==> config.mk <==
export PLATFORM = sky130hd
export DESIGN_NAME = booth_window_scanner
export DESIGN_NICKNAME = d
export VERILOG_FILES = /design/src/rtl/booth_window_scanner.sv
export SDC_FILE = /design/constraint.sdc
export NUM_CORES = 1
export LEC_CHECK = 0
export ABC_CLOCK_PERIOD_IN_PS = 15010
export BUFFER_PORTS_ARGS = -buffer_cell sky130_fd_sc_hd__buf_2
export CORE_MARGIN = 2
export CORE_UTILIZATION = 45
export CTS_CLUSTER_SIZE = 16
export DETAILED_ROUTE_END_ITERATION = 6
export GPL_ROUTABILITY_DRIVEN = 1
export HOLD_SLACK_MARGIN = 0.1
export MAX_ROUTING_LAYER = met4
export PLACE_DENSITY_LB_ADDON = 0.3
export RECOVER_POWER = 25
export SYNTH_ARGS = -nofsm -noshare
export SYNTH_HDL_FRONTEND = slang
export SYNTH_SLANG_ARGS = --single-unit
export TNS_END_PERCENT = 10
==> constraint.sdc <==
create_clock -name clk -period 15.01 [get_ports clk]
set_input_delay 1.501 -clock clk [delete_from_list [all_inputs] [get_ports clk]]
set_output_delay 1.501 -clock clk [all_outputs]
set_load 0.005 [all_outputs]
==> src/rtl/booth_window_scanner.sv <==
// booth_window_scanner
//   Consumes the extended radix-4 Booth multiplier window that the operand
//   register produces. It scans one Booth triplet per clock, decodes each
//   triplet to a digit in {-2..+2}, and accumulates the shifted partial
//   products into a signed 2*WIDTH product.
//
//   Build option: define BOOTH_EARLY_TERM_EN to finish as soon as the rest of
//   the window holds only zero digits. Without it, the scan always takes
//   WIDTH/2 cycles, so latency is fixed.
//
// Ports
//   clk        rising-edge clock
//   n_rst      synchronous active-low reset
//   i_start    start request, sampled only while idle
//   i_window   extended multiplier: [0]=0, [W:1]=multiplier, [2W:W+1]=sign ext
//   i_mcand    signed multiplicand
//   o_busy     high while scanning and during the done cycle
//   o_done     one-cycle pulse; o_product is valid
//   o_product  signed product, held until the next operation completes
module booth_window_scanner #(
  parameter int WIDTH_REGISTER = 32
) (
  input  logic                          clk,
  input  logic                          n_rst,
  input  logic                          i_start,
  input  logic [2*WIDTH_REGISTER:0]     i_window,
  input  logic [WIDTH_REGISTER-1:0]     i_mcand,
  output logic                          o_busy,
  output logic                          o_done,
  output logic [2*WIDTH_REGISTER-1:0]   o_product
);

  localparam int W      = WIDTH_REGISTER;
  localparam int PW     = 2 * W;
  localparam int DIGITS = W / 2;
  localparam int IW     = (DIGITS > 1) ? $clog2(DIGITS) : 1;
  localparam logic [IW-1:0] LAST_IDX = IW'(DIGITS - 1);

  typedef enum logic [1:0] {IDLE, SCAN, DONE} state_t;

  state_t        state, next_state;
  logic [PW:0]   win;
  logic [PW-1:0] mcand;
  logic [PW-1:0] acc;
  logic [PW-1:0] acc_next;
  logic [PW-1:0] part;
  logic [PW-1:0] product;
  logic [IW-1:0] idx;
  logic [2:0]    triplet;
  logic          scan_end;

  // The window is shifted right two bits per digit, and the multiplicand is
  // shifted left two bits. The current triplet is therefore always win[2:0],
  // and the multiplicand already carries the 2*idx weight. This avoids any
  // variable shifter.
  always_comb begin
    triplet = win[2:0];
    part    = '0;
    case (triplet)
      3'b001, 3'b010: part = mcand;
      3'b011:         part = mcand << 1;
      3'b100:         part = -(mcand << 1);
      3'b101, 3'b110: part = -mcand;
      default:        part = '0;
    endcase
    acc_next = acc + part;
  end

  // The window is arithmetic-shifted, so the bits above the consumed triplet
  // stay a faithful copy of the original upper window. When they are uniform,
  // every remaining triplet decodes to zero.
  always_comb begin
`ifdef BOOTH_EARLY_TERM_EN
    scan_end = (idx == LAST_IDX) || (&win[PW:2]) || (~|win[PW:2]);
`else
    scan_end = (idx == LAST_IDX);
`endif
  end

  // State register
  always_ff @(posedge clk) begin
    if (!n_rst) state <= IDLE;
    else        state <= next_state;
  end

  // Next-state logic
  always_comb begin
    next_state = state;
    case (state)
      IDLE:    if (i_start)  next_state = SCAN;
      SCAN:    if (scan_end) next_state = DONE;
      DONE:    next_state = IDLE;
      default: next_state = IDLE;
    endcase
  end

  // Outputs decoded from state
  always_comb begin
    o_busy = (state != IDLE);
    o_done = (state == DONE);
  end

  // Datapath: operands are latched on start. The product register is loaded
  // only on the edge that enters DONE, so partial sums never reach the output.
  always_ff @(posedge clk) begin
    if (!n_rst) begin
      win     <= '0;
      mcand   <= '0;
      acc     <= '0;
      idx     <= '0;
      product <= '0;
    end else begin
      case (state)
        IDLE: if (i_start) begin
          win   <= i_window;
          mcand <= {{W{i_mcand[W-1]}}, i_mcand};
          acc   <= '0;
          idx   <= '0;
        end
        SCAN: begin
          acc   <= acc_next;
          win   <= {{2{win[PW]}}, win[PW:2]};
          mcand <= mcand << 2;
          idx   <= idx + 1'b1;
          if (scan_end) product <= acc_next;
        end
        default: ;
      endcase
    end
  end

  assign o_product = product;

endmodule
==> reports/results.txt <==
status -> finished with violations
failing checks -> max-capacitance violations, max-slew violations
Yosys reg bits -> 263
routed length on met2 -> 23300 microns
Critical Path Start -> mcand[0]$_SDFFE_PN0P_
mux contribution to synthesized area -> 0.119%
DRT Wirelength -> 55500 microns
largest net degree at the start of global routing -> 85
Power Dens Cells -> 113 nW/um^2
simple-gate portion of the synthesized area -> 23.8%
Post-synth EDFFs -> 0
Slew Viols, Final -> 84
mapped cell area -> 16800 sq um
VDD IR max -> 0.0911 mV
drt drc -> 0
start of the worst register-to-register path -> mcand[0]$_SDFFE_PN0P_
DRT met1 WL -> 25400 microns
max cap viols -> 1
metal3 WL -> 4900 microns
# setup viols final -> 0
worst slew pin tran -> 3.70 ns
startpoint types -> flip-flop
RSZ-0062 raised after global routing -> false
full die area -> 38800 sq um
htree depth -> 1
Worst EP arrival -> 6.85 ns
die height -> 197 microns
YS warnings -> 0
highest metal used -> met4
Via density -> 6.15
Synth top area share -> 31.4%
Req. time, crit path -> 15.46 ns
master of the slowest instance on the critical path -> a211oi_1
grt ovf -> 0
Area growth syn-to-layout -> 10.7%
syn_nets -> 2467
placed cell count -> 2747
routed vias -> 17300
post-synth top area cell -> dfxtp_1
relative slew slack -> -147%
DRT Pass-1 Iters -> 5
post-DP HPWL -> 38800 microns
clk_lat worst skew -> 0.59 ns
fraction of layout cells with a size suffix above 1 -> 9.77%
maximum clock rate -> 156 MHz
Post-Syn Instances -> 2301
clock skew -> 0.0225 ns
Hold Path Class -> flip-flop to flip-flop
CTS tree -> done
Synth Area in Compound Gates -> 27.6%
Clock Path Buffers -> 3
Main synth FF type -> dfxtp_1
post_cts resized -> 0
post-CTS setup buffers -> 0
initial antenna violation count -> 2
root buffer cell -> clkbuf_16
Buffers on Ports -> 165
die width -> 197 microns
Hold WS -> 0.454 ns
first-pass GRT wire length -> 87100 microns
Netlist cell types -> 78
most frequent cells after synthesis -> 348 x nand2_1, 283 x nor2_1, 263 x dfxtp_1, 213 x a21oi_1, 188 x clkbuf_1
number of DRC markers in iteration 0 -> 1398
Clock Pin Slew Worst Setup and Hold Paths -> 0.07 ns
minimum clock period after layout -> 6.40 ns
core area -> 36600 sq um
LEAKAGE -> 7.11 nW
row cnt -> 70
CP Capture Type -> flip-flop
clock sink count -> 263
Boundary Pins -> 166
global placement routability congestion -> 1.02
post-route ant nets -> 0
register area share after synthesis -> 31.4%
largest family of logic cells by synthesized area -> compound AO/OA/AOI/OAI gates
Routed wire per std cell -> 19.8 microns
Total Routing Usage GR -> 28.7%
Final nets -> 2477
Post-Synth XOR/XNOR Area -> 6.63%
setup TNS -> 0 ns
Crit Path Max Fanout -> 8
Fin. Hold Viols -> 0
post-synthesis adder-cell area fraction -> 4.97%
critical path type -> flip-flop to flip-flop
syn_area_per_cell -> 7.29 sq um
period utilization -> 42.6%
fillers -> 3646
CTS Hold Bufs -> 0
non-filler cells, final -> 2803
cts bufs inserted -> 30
vias in the first global route -> 15800
asr flop ratio synth -> 0%
effective utilization at floorplan -> 45.8%
count leader, synth -> nand2_1
max incr delay on CP -> 0.52 ns
critical-path cell list -> inv_1, ha_1, or3b_1, nor3_1, nand2_1, or3_1, or4_1, or3_1, o21ai_1, a22o_1, a21o_1, ha_1, a21o_1, o21bai_1, a21oi_1, o221ai_1, a211oi_1, a21oi_1, a31o_2, a41oi_1, xor2_1, o21ai_0
largest cells by area after synthesis -> dfxtp_1 31%, nand2_1 7.8%, a21oi_1 6.4%
hold path start -> o_product[41]$_SDFFE_PN0P_
==> kinds of logic (layout without fill, tap and decap cells) <==
kind of cell,after synthesis,count (layout)
fa+ha+maj,66,66
other cells,0,1
compound gates,713,713
xor+xnor,126,126
buf+inv,240,273
flops,263,263
mux,2,2
simple gates,891,891
==> layer usage <==
| layer | track usage, % | vias to the layer above |
|---|---|---|
| met5 | - | - |
| met2 | 40.5 | 752 |
| met1 | 40.6 | 8138 |
| met4 | 10.5 | 0 |
| li1 | - | 8262 |
| met3 | 5.19 | 100 |
==> critical path: cells and delay by family, from the launching register on <==
family / cells / cell delay, ns
buffers and inverters: 1 / 0.10
XOR/XNOR: 1 / 0.16
AND/OR/NAND/NOR: 6 / 2.50
flip-flops: 1 / 0.34
AO/OA/AOI/OAI: 12 / 2.64
adder cells (fa/ha/maj): 2 / 0.51
==> power by group <==
| part | leakage (nW) | switching [mW] | total, mW | internal, mW |
|---|---|---|---|---|
| Clock | 0.499 | 0.314 | 0.751 | 0.437 |
| Sequential | 2.15 | 0.0467 | 0.788 | 0.741 |
| Combinational | 4.46 | 0.368 | 0.554 | 0.186 |
==> final timing paths <==
check	endpoint	slack [ns]	cells past startpoint
setup / recovery	acc[58]$_SDFFE_PN0P_	8.61	22
hold / removal	o_product[41]$_SDFFE_PN0P_	0.45	2
setup reg to reg	acc[58]$_SDFFE_PN0P_	8.61	22
hold reg to reg	o_product[41]$_SDFFE_PN0P_	0.45	2
==> flip-flops by register name (all words and copies together), names as in the netlist <==
| signal | flops |
|---|---|
| mcand | 64 |
| win | 65 |
| acc | 64 |
| o_product | 64 |
| idx | 4 |
| state | 2 |
==> cell usage in the layout, fill, tap and decap left out, types with 14 or more instances in the layout <==
| cell type | instances |
|---|---|
| a21o_1 | 29 |
| a21oi_1 | 213 |
| a221oi_1 | 37 |
| a22oi_1 | 73 |
| and2_1 | 14 |
| buf_2 | 124 |
| buf_4 | 21 |
| clkbuf_1 | 45 |
| clkbuf_16 | 30 |
| dfxtp_1 | 262 |
| ha_1 | 65 |
| inv_1 | 30 |
| nand2_1 | 346 |
| nand3_1 | 59 |
| nand4_1 | 28 |
| nor2_1 | 280 |
| nor3_1 | 34 |
| o211ai_1 | 17 |
| o21ai_0 | 153 |
| o221ai_1 | 80 |
| or3_1 | 35 |
| xnor2_1 | 63 |
| xor2_1 | 61 |
==> per-stage QoR <==
stage	area, sq um	utilization, %	worst slack [ns]	power (mW)
final	18600	50.7	8.61	2.09
after global routing	18600	50.7	8.25	2.19
after CTS	18600	50.8	8.71	2.09
after detailed placement	17600	48.1	8.76	1.34
after global placement	17600	48.1	8.82	1.33
after floorplan	16800	-	9.63	1.18
==> cell type report <==
cell class,count,area [sq um],share of cell area [%]
clock buffers,45,917,4.94
repair buffers,187,936,5.04
flip-flops and latches,263,5270,28.4
inverters,31,119,0.641
diodes,1,2.50,0.0135
multi-input cells,1798,10600,57.3
clock inverters,10,95.1,0.513
well taps,468,586,3.16
No activity file was read; power rests on OpenSTA's default activity.
